`config.mk`:
```
export PLATFORM = sky130hd
export DESIGN_NAME = pipeline_stall_ctrl
export DESIGN_NICKNAME = d
export VERILOG_FILES = /design/src/rtl/pipeline_stall_ctrl.sv
export SDC_FILE = /design/constraint.sdc
export NUM_CORES = 1
export LEC_CHECK = 0
export CORE_MARGIN = 4
export CORE_UTILIZATION = 60
export CTS_BUF_LIST = sky130_fd_sc_hd__clkbuf_8
export CTS_CLUSTER_DIAMETER = 30
export DETAILED_ROUTE_END_ITERATION = 10
export DONT_BUFFER_PORTS = 1
export GPL_TIMING_DRIVEN = 0
export PLACE_DENSITY = 0.84
export REMOVE_ABC_BUFFERS = 1
export SYNTH_ARGS = -nofsm -noshare
export SYNTH_HDL_FRONTEND = slang
export SYNTH_SLANG_ARGS = --single-unit
```
`constraint.sdc`:
```
create_clock -name CLK -period 1.77 [get_ports CLK]
set_input_delay 0.354 -clock CLK [delete_from_list [all_inputs] [get_ports CLK]]
set_output_delay 0.354 -clock CLK [all_outputs]
set_load 0.03 [all_outputs]
```
`src/rtl/pipeline_stall_ctrl.sv`:
```
// pipeline_stall_ctrl: hazard-request responder driving latch enables/flushes; STALL_COUNT_EN adds stall-cycle counters
module pipeline_stall_ctrl #(
  parameter int LU_BUBBLES = 2,
  parameter int BR_TIMEOUT = 4,
  parameter int CNT_W = 16
) (
  input  logic CLK,
  input  logic RST,
  input  logic load_use,
  input  logic jump_use,
  input  logic ihit,
  input  logic dmem_req,
  input  logic dhit,
  input  logic branch_resolved,
  input  logic branch_taken,
  input  logic jump_redirect,
  input  logic halt,
  output logic pc_en,
  output logic if_id_en,
  output logic id_ex_en,
  output logic ex_mem_en,
  output logic mem_wb_en,
  output logic if_id_flush,
  output logic id_ex_flush,
  output logic pc_redirect,
  output logic lu_done,
  output logic ju_done,
  output logic br_timeout,
  output logic halted
`ifdef STALL_COUNT_EN
  ,
  output logic [CNT_W-1:0] lu_stall_cycles,
  output logic [CNT_W-1:0] br_stall_cycles
`endif
);
  localparam int TW = $clog2(BR_TIMEOUT + 1);
  typedef enum logic [2:0] {RUN, LU_STALL, LU_DONE, BR_WAIT, HALT} state_t;
  state_t state, state_n;
  logic [2:0] cnt, cnt_n;
  logic [TW-1:0] tmr, tmr_n;
  logic pend, pend_n, bto_set, freeze, tk;
  assign freeze = (dmem_req & ~dhit) | (~ihit & (state == RUN));
  assign tk = branch_resolved & branch_taken;
  assign halted = ~RST & (state == HALT);
  always_ff @(posedge CLK) begin
    if (RST) begin
      state <= RUN;
      cnt <= '0;
      tmr <= '0;
      pend <= 1'b0;
      br_timeout <= 1'b0;
    end else begin
      state <= state_n;
      cnt <= cnt_n;
      tmr <= tmr_n;
      pend <= pend_n;
      br_timeout <= br_timeout | bto_set;
    end
  end
  always_comb begin
    state_n = state;
    cnt_n = cnt;
    tmr_n = tmr;
    pend_n = pend;
    bto_set = 1'b0;
    pc_en = 1'b0;
    if_id_en = 1'b0;
    id_ex_en = 1'b0;
    ex_mem_en = 1'b0;
    mem_wb_en = 1'b0;
    if_id_flush = 1'b0;
    id_ex_flush = 1'b0;
    pc_redirect = 1'b0;
    lu_done = 1'b0;
    ju_done = 1'b0;
    if (!RST && !freeze) begin
      case (state)
        RUN: begin
          {pc_en, if_id_en, id_ex_en, ex_mem_en, mem_wb_en} = '1;
          if_id_flush = jump_redirect & ~load_use & ~jump_use;
          if (halt) state_n = HALT;
          else if (load_use) begin
            state_n = LU_STALL;
            cnt_n = 3'(LU_BUBBLES);
            pend_n = jump_use;
          end else if (jump_use) begin
            state_n = BR_WAIT;
            tmr_n = '0;
          end
        end
        LU_STALL: begin
          {id_ex_en, ex_mem_en, mem_wb_en} = '1;
          id_ex_flush = 1'b1;
          if (cnt == 3'd1) state_n = LU_DONE;
          else cnt_n = cnt - 3'd1;
        end
        LU_DONE: begin
          {pc_en, if_id_en, id_ex_en, ex_mem_en, mem_wb_en} = '1;
          lu_done = 1'b1;
          state_n = pend ? BR_WAIT : RUN;
          pend_n = 1'b0;
          tmr_n = '0;
        end
        BR_WAIT: begin
          {if_id_en, id_ex_en, ex_mem_en, mem_wb_en} = '1;
          if_id_flush = 1'b1;
          pc_en = tk;
          pc_redirect = tk;
          id_ex_flush = tk;
          if (branch_resolved) begin
            ju_done = 1'b1;
            state_n = RUN;
          end else if (tmr == TW'(BR_TIMEOUT - 1)) begin
            ju_done = 1'b1;
            bto_set = 1'b1;
            state_n = RUN;
          end else tmr_n = tmr + 1'b1;
        end
        HALT: state_n = HALT;
        default: state_n = RUN;
      endcase
    end
  end
`ifdef STALL_COUNT_EN
  always_ff @(posedge CLK) begin
    if (RST) begin
      lu_stall_cycles <= '0;
      br_stall_cycles <= '0;
    end else if (!freeze) begin
      if (state == LU_STALL && !(&lu_stall_cycles)) lu_stall_cycles <= lu_stall_cycles + 1'b1;
      if (state == BR_WAIT && !(&br_stall_cycles)) br_stall_cycles <= br_stall_cycles + 1'b1;
    end
  end
`endif
endmodule

```
==> impl_summary.md, run 1 <==
Outcome
The flow ran to the end, but the final reports show violations. The final reports fail on negative setup slack.

Finish
After the last flow step, the layout net total stands at about 130. The layout cell share with drive strength beyond 1 is 0.435. The synthesis-to-layout area growth is 44.6%. The antenna cell count is 0. The count of filler cells inserted in the layout is 44. The number of standard cells in the final layout excluding fillers is 130. The final cell area excluding filler cells is 1180 sq um. The final core utilization is 0.921.

Timing
The count of final hold-check violations is 0. The worst slew margin relative to its limit is 0.482. The number of pins exceeding their max-slew limit in the final report is 0.

The setup clock skew after layout is around 0.0021 ns. The worst hold slack after final layout is 0.173 ns. The maximum achievable frequency is 0.496 GHz. The final period demand of the worst path is roughly 2.0 ns. The final cycle utilization of the critical path is 1.14.

The worst-margin pin slew is 0.771 ns. Setup repair after global routing could not meet its margin everywhere. Once routing completed, OpenROAD measured the worst setup slack at -0.246 ns. Setup violations remaining at the end of the flow were counted as 13. The sum of negative setup slack is -1.84 ns.

Detailed routing
Once detail routing completed, the nets flagged for antenna violations numbered 0. The vias per cell is slightly above 8. Across all layers, the routed design uses roughly 1.1k vias. In the final routed layout, each cell accounts on average for 27.5 um. The post-route DRC violation count is 0.

In this run, the number of DRC markers left after iteration 0 of detailed routing was 116. The length of the first detailed-routing pass in iterations is 5. The detailed-route wire length is around 3600 um.

Placement
At the placement stage, the worst setup path has a slack of -0.793 ns. The total instance count after detailed placement is 114. The number of buffers added on ports is 0. The global placer's final weighted congestion is roughly 0.81. The total placed instance area is just under 800 sq um. The HPWL after detailed placement is between 1000 and 1500 um.

Logic synthesis
The primary flip-flop cell chosen by synthesis mapping is dfxtp_1. The mux share of post-synthesis cell area is 0.0245. The main combinational cell family by area after synthesis is simple AND/OR/NAND/NOR gates.

The most frequent cell after synthesis is nor2_1. The synthesized-area fraction occupied by adder cells is 0.0612. The biggest area contributor in the post-synthesis netlist is dfxtp_1. The average footprint of a synthesized cell is roughly 7.6 sq um. Of the total synthesized cell area, the portion taken by AND, OR, NAND and NOR gates is 0.306.

The cell count after synthesis came out at around 110. The fraction of the mapped netlist area in compound gates is 0.245. The synthesized netlist contains 34 unique library cells.

For this run, asynchronously set or reset flops after synthesis account for 0. By count the netlist is led by nor2_1 (12), dfxtp_1 (11). For this run, the register share of the synthesized area comes to 0.269. The yosys synthesis warning count is 0. In the post-synthesis netlist, the biggest area contributors are dfxtp_1 (27%), ha_1 (6.1%), nor2_1 (5.5%). After synthesis the netlist holds a flip-flop and latch count of 11. Of the post-synthesis cell area, the dominant cell type holds 0.269. The cell area after synthesis is 818 sq um. The number of synthesized flops with an enable pin is 0.

The xor/xnor share of the synthesized area is 0.

Global route
The initial antenna violation count was 0. The largest net degree at the start of global routing is 19. The first global-routing pass estimated around 4400 um of wire.

The number of global-route vias before repair is 886. The total routing resource utilization after global routing is 0.299. After global routing the overflow that remains totals 0.

Setup path
The setup path with the least slack is of type register to primary output. The endpoint class of the critical path is a primary output. The startpoint kind of the worst setup timing path is a register. Of all nets on the critical path, the largest fanout is 5. The cell at the slowest stage of the critical path is nor4_4. The termination of the worst setup path is ex_mem_en.

The family of cells with the greatest summed delay on the critical path is simple AND/OR/NAND/NOR gates. In this run the number of cells on the critical path is 3. In this design, the stage delay of the slowest critical-path cell is 0.40 ns. The end of the worst register-to-register path is cnt[0].

Counting cells, the worst reg-to-reg path comes to 4. Across all register-to-register paths, the minimum setup slack is -0.04 ns. The most critical setup path has its startpoint at state[2].

The startpoint identified for the worst register-to-register timing path is state[2]. The number of buffers and inverters on the critical path is 1. STA puts the critical path data arrival time at 1.66 ns. Walking the worst path, the cells encountered are nor4_4, or4_4, clkinvlp_4. For the worst setup path, the data required time is around 1.4 ns.

Clock tree
The clock latency reported for the late side of the worst-skew pair is approximately 0.25 ns. Clock tree synthesis found a total of 11 sinks. The tree is rooted in a clkbuf_8. The number of buffers added by the clock tree synthesis step is 3. The longest clock path from root to sink contains 2 buffers. The number of levels the H-tree was split into is 1.

Clock-pin slew was measured on the worst setup and hold paths at ~0.05 ns. TritonCTS built the clock tree.

Power and ir drop
The maximum VDD drop is between 0.8 and 0.9 mV. The total power per unit cell area is approximately 1000 nW/um^2. In this run the static leakage power is around 0.42 nW. The share of total power dissipated in the clock network is 0.213. Total power for the finished layout comes to roughly 1.2 mW.

The internal power component is approximately 0.66 mW. Summed over all nets, the switching power comes to 0.571 mW. The part of the total power dissipated in combinational logic is 0.534. The sequential group share of total power is 0.253.

Of the total power, the share spent switching nets is 0.463.

Floorplan
From left edge to right edge, the die measures 44.9 um. For this configuration, the core starts out at a cell density of 0.637. The total core area is roughly 1300 sq um. The total die area is roughly 2000 sq um.

The number of primary I/O pins is 23. The floorplan step set the die height to between 40 and 50 um. The floorplan row count is 13.

Worst hold path
The kind of path behind the tightest hold check is input pin to register.

Flow run
The max-capacitance violation count is 0.
==> cell type report <==
class                   instances  area [sq um]  area share
multi-input cells              82           763       0.645
inverters                       7          33.8      0.0285
repair buffers                 11          90.1      0.0761
clock inverters                 1          3.75     0.00317
clock buffers                   3          41.3      0.0349
well taps                      15          18.8      0.0159
flip-flops and latches         11           233       0.197
==> placed cells by master, fill, tap and decap left out, types with 2 or more instances in the layout <==
cell        count
a41oi_1         2
nand3_1         2
clkinvlp_4      2
nand2_1         7
nor2_2          2
a21oi_4         2
a31oi_1         2
nor2_1          9
nor3_4          2
ha_1            3
nor4b_4         3
a21oi_1         4
inv_1           6
mux2i_1         2
clkbuf_8        3
nor3_1          4
nor4_4          2
and4_1          2
buf_6           2
o21ba_2         2
or3_4           2
dfxtp_4         3
nand2b_1        3
buf_4           9
o21ai_0         3
dfxtp_1         7
==> what timing repair did <==
action	in CTS	in global routing
resized for setup	29	23
pin swaps	5	8
hold buffers	0	0
setup buffers	7	4
hold endpoints to repair	0	0
cloned	1	0
setup endpoints to repair	14	18
==> sequential cells by signal, indices dropped and copies added (netlist names) <==
| signal | cells |
|---|---|
| br_timeout | 1 |
| tmr | 3 |
| pend | 1 |
| cnt | 3 |
| state | 3 |
==> layer usage <==
layer | routed length (um) | up-vias | track usage | part of all wire
li1 | - | 416 | - | -
met2 | 1550 | 122 | 0.494 | 0.43
met1 | 1240 | 466 | 0.353 | 0.35
met5 | 0 | - | 0 | 0
met3 | 514 | 49 | 0.0717 | 0.14
met4 | 277 | 0 | 0.158 | 0.077
==> worst register-to-register path, delay by kind of cell (launching register included) <==
family | cells | cell delay [ns]
AO/OA/AOI/OAI | 2 | 0.44
buffers and inverters | 1 | 0.19
flip-flops | 1 | 0.36
AND/OR/NAND/NOR | 1 | 0.72
==> power groups by stage <==
| stage | sequential (mW) | combinational, mW | clock [mW] |
|---|---|---|---|
| after floorplan | 0.319 | 0.256 | 0 |
| after global placement | 0.333 | 0.290 | 0 |
| after detailed placement | 0.334 | 0.299 | 0 |
| after CTS | 0.305 | 0.488 | 0.257 |
| after global routing | 0.314 | 0.674 | 0.273 |
| final | 0.312 | 0.658 | 0.262 |
==> worst min path at each step <==
stage | start | end | slack, ns | depth (start not counted)
after floorplan | RST | tmr[1] | 0.42 | 1
after global placement | RST | tmr[1] | 0.43 | 1
after detailed placement | RST | tmr[1] | 0.43 | 1
after CTS | RST | state[2] | 0.17 | 1
after global routing | RST | state[2] | 0.17 | 1
final | RST | state[2] | 0.17 | 1
==> cell families (layout without fill, tap and decap cells) <==
| group | after synthesis | count (layout) |
|---|---|---|
| compound gates | 28 | 28 |
| fa+ha+maj | 4 | 4 |
| buf+inv | 16 | 22 |
| flops | 11 | 11 |
| mux | 2 | 2 |
| simple gates | 47 | 48 |
Power figures use the tool's default switching activity.
==> inputs of run 2 (changes only) <==
--- a/config.mk
+++ b/config.mk
@@ -14,6 +14,7 @@
 export GPL_TIMING_DRIVEN = 0
 export PLACE_DENSITY = 0.84
 export REMOVE_ABC_BUFFERS = 1
+export SETUP_SLACK_MARGIN = 0.15
 export SYNTH_ARGS = -nofsm -noshare
 export SYNTH_HDL_FRONTEND = slang
 export SYNTH_SLANG_ARGS = --single-unit
==> run 2 against run 1 <==
Net effect:
- the run now fails in global routing
- synthesized area did not move
- synthesized cell count stayed put
==> impl_summary.md, run 2 <==
Outcome
It got as far as global routing and failed there. The tool reported: "[ERROR DPL-0038] Utilization greater than 100%, impossible to legalize". Run status: did not finish (was complete, but fails checks).

Global route
The largest net degree at the start of global routing is 19.

Logic synthesis
The yosys synthesis warning count is 0 (unchanged). The fraction of registers with async set/reset is 0 (unchanged). The number of cells produced by synthesis came to 108 (unchanged). The most frequent cell after synthesis is nor2_1 (unchanged). The post-synthesis sequential element count was 11 (unchanged).

The count of different cell masters after synthesis was 34 (unchanged). The number of synthesized flops with an enable pin came to 0 (unchanged). Top post-synthesis cells by area: dfxtp_1 (27%), ha_1 (6.1%), nor2_1 (5.5%) (unchanged). The fraction of the mapped netlist area in compound gates is 0.245 (unchanged).

The mux share of post-synthesis cell area is 0.0245 (unchanged). The synthesized-area fraction occupied by adder cells was 0.0612 (unchanged). The primary flip-flop cell chosen by synthesis mapping is dfxtp_1 (unchanged). Commonest cells in the netlist: nor2_1 (12), dfxtp_1 (11) (unchanged). The share of Yosys cell area claimed by the top area cell type is 0.269 (unchanged).

The cell area after synthesis is 818 sq um (unchanged). The sequential-to-total area share from yosys stat is 0.269 (unchanged). The xor/xnor share of the synthesized area was 0 (unchanged).

The cell type with the highest aggregate area in the netlist is dfxtp_1 (unchanged). The average footprint of a synthesized cell is 7.58 sq um (unchanged). The main combinational cell family by area after synthesis is simple AND/OR/NAND/NOR gates (unchanged). The simple-gate area share of the yosys netlist is 0.306 (unchanged).

Floorplan
The number of primary I/O pins is 23 (unchanged). The horizontal die dimension is 44.9 um (unchanged). The y dimension of the die is 44.9 um (unchanged). The starting density of the core is 0.637 (unchanged).

The floorplan row count is 13 (unchanged).

Timing
In the global-route stage, repair_timing last flagged the worst endpoint as id_ex_flush. The kind of endpoint with the least setup slack is a primary output.

Placement
The global placer's final weighted congestion is 0.814 (unchanged). The total instance count after detailed placement was 114 (unchanged). The half-perimeter wire length after placement came to 1350 um (unchanged).

The number of buffers added on ports came to 0 (unchanged). The worst setup slack before clock tree synthesis is -0.793 ns (unchanged). The total placed instance area is 786 sq um (unchanged).

Clock tree
The buffer cell driving the clock tree root is clkbuf_8 (unchanged). The number of buffers added by the clock tree synthesis step is 3 (unchanged). The buffer levels on the longest clock path came to 2 (unchanged).

The number of levels the H-tree was split into was 1 (unchanged). The number of clock sinks seen by CTS is 11 (unchanged).
-- run 2: cell families after synthesis --
family / after synthesis
AO/OA/AOI/OAI: 28
AND/OR/NAND/NOR: 47
buffers and inverters: 16
adder cells (fa/ha/maj): 4
flip-flops: 11
multiplexers: 2
-- run 2: per-stage QoR --
stage | hold WS (ns) | setup TNS [ns]
detailed placement | 0.428 | -5.58
global placement | 0.426 | -5.45
floorplan | 0.423 | -3.19
CTS | 0.169 | -1.40
-- run 2: repair_timing --
action,in CTS
pin swaps,8
endpoints found under the setup margin,15
hold buffers,0
gates cloned,1
gates resized for setup,39
buffers inserted,8
==> inputs of run 3 (changes only) <==
==> config.mk (replaced) <==
export PLATFORM = sky130hd
export DESIGN_NAME = pipeline_stall_ctrl
export DESIGN_NICKNAME = d
export VERILOG_FILES = /design/src/rtl/pipeline_stall_ctrl.sv
export SDC_FILE = /design/constraint.sdc
export NUM_CORES = 1
export LEC_CHECK = 0
export CORE_AREA = 4 4 65 67
export DETAILED_ROUTE_END_ITERATION = 10
export DIE_AREA = 0 0 69 71
export DONT_BUFFER_PORTS = 1
export GPL_TIMING_DRIVEN = 0
export PLACE_DENSITY_LB_ADDON = 0.15
export REMOVE_ABC_BUFFERS = 1
export SYNTH_ARGS = -nofsm -noshare
export SYNTH_HDL_FRONTEND = slang
export SYNTH_SLANG_ARGS = --single-unit
==> run 3 against run 2 <==
Net effect:
- the flow now finishes, with violations (negative setup slack)
==> impl_summary.md, run 3 (same netlist as run 1, synthesis figures left out) <==
Outcome
Run status: complete, but fails checks (was did not finish). The final reports fail on negative setup slack.

Timing
Setup violations remaining at the end of the flow were counted as 9. The tightest hold path in the finished design has a slack of between 0.15 and 0.2 ns. The final cycle utilization of the critical path is 1.12. The worst slew margin relative to its limit is 0.649.

Summed over all failing endpoints, the final setup total negative slack is -1.40 ns. Timing would allow up to around 0.5 GHz. At the pin with the least slew margin, the transition time is 0.526 ns. Clock skew on the completed layout was measured at 0.00308 ns. The number of pins exceeding their max-slew limit in the final report is 0.

Setup repair after global routing could not meet its margin everywhere. Across all setup checks in the final design, the least slack found is -0.220 ns. The smallest clock period supported by the final layout is computed as about 2 ns. The count of final hold-check violations was 0.

Worst hold path
The worst hold path terminates at state[2]. The worst hold path startpoint is RST. The cell count of the worst hold path is 1. The kind of path behind the tightest hold check is input pin to register.

Detailed routing
The first routing iteration left 74 violations. The length of the first detailed-routing pass in iterations is 4. The count of vias placed by the detailed router is 850. The antenna violation net count after detailed routing is 0. The vias per cell is between 5 and 6. In the final routed layout, each cell accounts on average for 15.7 um. After detailed routing, the number of remaining DRC violations is 0. For this block, the routed nets add up to between 2000 and 3000 um of wire.

Clock tree
The number of clock sinks seen by CTS is 11 (unchanged). The later pin in the worst-skew pair is clocked with a latency of 0.24 ns. The number of levels the H-tree was split into is 1 (unchanged). The clock edge transition at the registers on the reported setup and hold paths is 0.05 ns. TritonCTS built the clock tree.

The buffer cell driving the clock tree root is clkbuf_8 (unchanged). The buffer levels on the longest clock path was 2 (unchanged). The number of buffers added by the clock tree synthesis step is 3 (unchanged). The number of buffers inserted for hold repair after clock tree synthesis is 0 (unchanged).

Finish
Once layout is complete, the utilization of the core stands at 0.317. The top cell types in the final layout, fill and taps aside, are buf_4 (11), nor2_1 (10), dfxtp_1 (8), nand2_1 (7). Of the cells placed in the final design, the portion with a size suffix greater than 1 is 0.374.

After routing the design area is between 1000 and 1500 sq um. The antenna cell count is 0. In the final layout, the registers with the most flip-flops are cnt (3), state (3), tmr (3). Compared with the post-synthesis result, the final layout area differs by 41.0%. The commonest non-fill, non-tap cell in the layout is buf_4.

The count of filler cells inserted in the layout is just under 400. The net count of the finished layout is between 100 and 150.

Floorplan
The total die area is 4900 sq um. The total core area is around 3600 sq um. The starting density of the core came to 0.225 (was 0.637).

The floorplan row count is 22 (was 13). The horizontal die dimension is 69 um (was 44.9 um). The number of primary I/O pins is 23 (unchanged). The y dimension of the die is 71 um (was 44.9 um).

Global route
Global routing finished with a remaining overflow of 0. The number of global-route vias before repair is between 800 and 900. In the global route stage, overall resource usage came out at 0.105. The initial antenna violation count is 0.

The first global-routing pass estimated a little over 4000 um of wire. The largest net degree at the start of global routing is 18.

Placement
The half-perimeter wire length after placement was 1770 um (was 1350 um). The total placed instance area is 827 sq um (was 786 sq um). The number of buffers added on ports is 0 (unchanged).

The global placer's final weighted congestion is 0.690 (was 0.814).

Setup path
The largest fanout on the critical path is 6. Data on the critical path arrives at its endpoint at 1.64 ns. For the worst flop-to-flop path, the logic depth is 5.

The reg-to-reg critical path startpoint is state[2]. The endpoint required time on the critical path is between 1 and 1.5 ns. The endpoint identified for the worst register-to-register timing path is tmr[1]. The slack of the worst reg-to-reg path is ~0.030 ns. The worst setup path is captured at a primary output. The critical path is of the register to primary output type.

STA classifies the critical path startpoint as a register.

Flow run
The max-capacitance violation count is 0.

Power and ir drop
The leakage dissipation is between 0.4 and 0.5 nW. The total power per unit cell area is approximately 990 nW/um^2. The maximum VDD drop is between 0.2 and 0.25 mV.
==> run 3: timing repair <==
action | in CTS | in global routing
setup buffers | 12 | 0
pin swaps | 9 | 2
setup endpoints to repair | 14 | 14
gates resized for setup | 36 | 4
==> run 3: critical path, cell delays in order (launching register included) <==
cell and delay (ns):
dfxtp_4 0.38, nor4_4 0.05, or4_4 0.58, a211oi_4 0.38
==> run 3: final cells by class <==
class                      instances  area, sq um  area share
multi-input combinational         81          691       0.599
sequential                        11          231       0.201
timing repair buffer              12         93.8      0.0813
tap                               48         60.1      0.0521
clock buffer                       4         45.0      0.0390
inverter                           7         32.5      0.0282
==> run 3: per-layer routing <==
metal	share of wire	GRT usage
met5	0	0
met4	0.015	0.0456
met3	0.042	0.0213
met2	0.49	0.176
met1	0.45	0.130
==> run 3: worst max-delay path by stage <==
stage	depth (start not counted)	endpoint	startpoint
after floorplan	3	id_ex_flush	state[0]
after global placement	3	id_ex_flush	state[0]
after CTS	3	id_ex_flush	state[2]
after detailed placement	3	id_ex_flush	state[0]
after global routing	3	id_ex_flush	state[2]
final	3	id_ex_flush	state[2]
==> run 3: report_power, final <==
part | leakage, nW | switching (mW) | internal, mW
clock network | 0.0228 | 0.105 | 0.159
registers | 0.0913 | 0.0298 | 0.278
logic | 0.292 | 0.350 | 0.221
==> run 3: per-stage QoR <==
stage / power [mW] / setup slack [ns] / cells
final: 1.14 / -0.220 / 163
after CTS: 1.13 / -0.216 / 163
after floorplan: 0.575 / -0.566 / 99
after global routing: 1.20 / -0.249 / 163
after global placement: 0.649 / -0.898 / 147
after detailed placement: 0.651 / -0.877 / 147
==> inputs of run 4 (changes only) <==
--- a/config.mk
+++ b/config.mk
@@ -5,6 +5,7 @@
 export SDC_FILE = /design/constraint.sdc
 export NUM_CORES = 1
 export LEC_CHECK = 0
+export CAP_MARGIN = 20
 export CORE_AREA = 4 4 65 67
 export DETAILED_ROUTE_END_ITERATION = 10
 export DIE_AREA = 0 0 69 71
==> run 4 against run 3 <==
Net effect:
- the run still ends with negative setup slack left
- count of clock-buffer cells in the layout stayed put
- sequential cell count did not move
- worst setup slack improved by 0.059 ns
- hold slack better by 0.010 ns
- sequential power is 3% higher
- cell count increased by 4.3%
- final area rose by 5.3%
- first-iteration DRC count increased by 6.8%
- critical endpoint is now ex_mem_en
==> impl_summary.md, run 4 (same netlist as run 1, synthesis figures left out) <==
Outcome
Run status: complete, but fails checks (unchanged). Violations in the final reports: negative setup slack (unchanged).

Power and ir drop
The part of the total power dissipated in combinational logic was 0.509 (was 0.500). The switching power total came to 0.493 mW (was 0.485 mW). The leakage dissipation is 0.437 nW (was 0.406 nW). The internal power component is 0.688 mW (was 0.658 mW). The clock share of power is 0.223 (was 0.231). The sequential group share of total power came to 0.268 (was 0.270).

The maximum VDD drop is 0.242 mV (was 0.217 mV). The total power per unit cell area is 972 nW/um^2 (was 991 nW/um^2). The net switching share of the total power came to 0.418 (was 0.424).

Timing
The worst-margin pin slew was 0.532 ns (was 0.526 ns). The sum of negative setup slack is -0.986 ns (was -1.40 ns). The final cycle utilization of the critical path is 1.09 (was 1.12). Setup repair after global routing missed its margin: true (unchanged).

The worst hold slack after final layout is 0.180 ns (was 0.170 ns). The post-route worst setup slack was -0.161 ns (was -0.220 ns). The maximum achievable frequency came to 0.518 GHz (was 0.502 GHz). The setup clock skew after layout is 0.00476 ns (was 0.00308 ns). The final period demand of the worst path is 1.93 ns (was 1.99 ns).

The worst slew margin relative to its limit is 0.644 (was 0.649). The number of pins exceeding their max-slew limit in the final report was 0 (unchanged). The total of endpoints with negative setup slack in the final report is 8 (was 9). The count of final hold-check violations is 0 (unchanged).

Placement
The number of buffers added on ports is 0 (unchanged). The total instance count after detailed placement is 149 (was 147). The total placed instance area came to 837 sq um (was 827 sq um). The worst setup slack before clock tree synthesis is -0.902 ns (was -0.877 ns). The global placer's final weighted congestion is 0.690 (unchanged). The half-perimeter wire length after placement is 1750 um (was 1770 um).

Finish
The count of filler cells inserted in the layout is 390 (was 392). The synthesis-to-layout area growth is 48.5% (was 41.0%). The commonest non-fill, non-tap cell in the layout is buf_4 (unchanged). The layout cell share with drive strength beyond 1 is 0.410 (was 0.374). The net count of the finished layout was 138 (was 131). Top library cells by usage in the layout, fill and taps aside: buf_4 (14), nor2_1 (10), dfxtp_1 (8), nand2_1 (7) (was buf_4 (11), nor2_1 (10), dfxtp_1 (8), nand2_1 (7)). The final cell area excluding filler cells was 1210 sq um (was 1150 sq um). The antenna cell count is 0 (unchanged). The number of standard cells in the final layout excluding fillers came to 170 (was 163). Registers with the most flip-flops: cnt (3), state (3), tmr (3) (unchanged).

Setup path
The largest fanout on the critical path is 5 (was 6). The end of the worst register-to-register path is state[2] (was tmr[1]). The classification of the worst setup path is register to primary output (unchanged). The endpoint class of the critical path is a primary output (unchanged). The startpoint kind of the worst setup timing path is a register (unchanged).

The cell count of the worst reg-to-reg path is 7 (was 5). The endpoint required time on the critical path is 1.42 ns (about the same). The slack of the worst reg-to-reg path is 0 ns (was 0.03 ns). The data arrival time of the critical path is 1.58 ns (was 1.64 ns). The reg-to-reg critical path startpoint is state[1] (was state[2]).

Clock tree
The number of buffers added by the clock tree synthesis step came to 3 (unchanged). The clock edge transition at the registers on the reported setup and hold paths was 0.06 ns (was 0.05 ns). The buffer levels on the longest clock path is 2 (unchanged). The clock tree from TritonCTS is built (unchanged).

The number of buffers inserted for hold repair after clock tree synthesis came to 0 (unchanged). The number of levels the H-tree was split into is 1 (unchanged). The number of clock sinks seen by CTS was 11 (unchanged).

The clock latency reported for the late side of the worst-skew pair is 0.24 ns (about the same). The buffer cell driving the clock tree root was clkbuf_8 (unchanged).

Floorplan
The floorplan row count is 22 (unchanged). The number of primary I/O pins was 23 (unchanged). The starting density of the core is 0.225 (unchanged).

The total core area is 3630 sq um (unchanged). The horizontal die dimension is 69 um (unchanged). The y dimension of the die is 71 um (unchanged).

The total die area is 4900 sq um (unchanged).

Detailed routing
The length of the first detailed-routing pass in iterations is 4 (unchanged). The count of vias placed by the detailed router was 867 (was 850). The antenna violation net count after detailed routing came to 0 (unchanged). The violation count after the first detailed-route iteration is 79 (was 74).

The post-route DRC violation count was 0 (unchanged). The average detailed-routed wire length per instance was 16.3 um (was 15.7 um). The vias per cell is 5.10 (was 5.21). The detailed-route wire length is 2760 um (was 2560 um).

Worst hold path
The cell count of the worst hold path is 1 (unchanged). The worst hold path startpoint is RST (unchanged). The end point of the worst hold path was tmr[1] (was state[2]). The kind of path behind the tightest hold check was input pin to register (unchanged).

Global route
The number of global-route vias before repair is 903 (was 803). The total routing resource utilization after global routing is 0.110 (was 0.105). The initial antenna violation count came to 0 (unchanged). The largest net degree at the start of global routing is 18 (unchanged). The aggregate global routing overflow is 0 (unchanged). The global-route wire length before repair is 4330 um (was 4110 um).

Flow run
The max-capacitance violation count is 0 (unchanged).
run 4: per-stage QoR:
step | utilization | power, mW
2_1_floorplan | - | 0.575
3_3_place_gp | 0.228 | 0.649
3_5_place_dp | 0.230 | 0.654
4_1_cts | 0.302 | 1.08
5_1_grt | 0.334 | 1.24
6_report | 0.334 | 1.18
run 4: critical path: stages (launching register included):
cell and delay, ns:
dfxtp_4 0.36, nor4_4 0.34, or4_4 0.25, clkinvlp_4 0.39
run 4: layout make-up:
type                       count  area (sq um)  share of cell area
tap                           48          60.1              0.0494
inverter                       7          33.8              0.0278
clock buffer                   4          45.0              0.0371
sequential                    11           231               0.191
timing repair buffer          19           159               0.131
multi-input combinational     81           686               0.564
run 4: worst max-delay path by stage:
stage / from / to
2_1_floorplan: state[0] / id_ex_flush
3_3_place_gp: state[0] / id_ex_flush
3_5_place_dp: state[0] / id_ex_flush
4_1_cts: state[2] / id_ex_flush
5_1_grt: state[2] / id_ex_flush
6_report: state[1] / ex_mem_en
run 4: layer usage:
metal	GRT usage	share of wire
met5	0	0
met4	0.0456	0.012
met3	0.0270	0.038
met2	0.193	0.53
met1	0.126	0.42
run 4: repair_timing:
action,in CTS,in global routing
endpoints found under the setup margin,13,13
resized for setup,29,15
buffers inserted,12,5
pin swaps,8,4
run 4: power by group through the flow:
stage / Clock (mW) / Sequential, mW / Combinational, mW
final: 0.263 / 0.316 / 0.602
after global placement: 0 / 0.342 / 0.307
after detailed placement: 0 / 0.341 / 0.313
after floorplan: 0 / 0.319 / 0.256
after global routing: 0.273 / 0.319 / 0.644
after CTS: 0.262 / 0.317 / 0.497
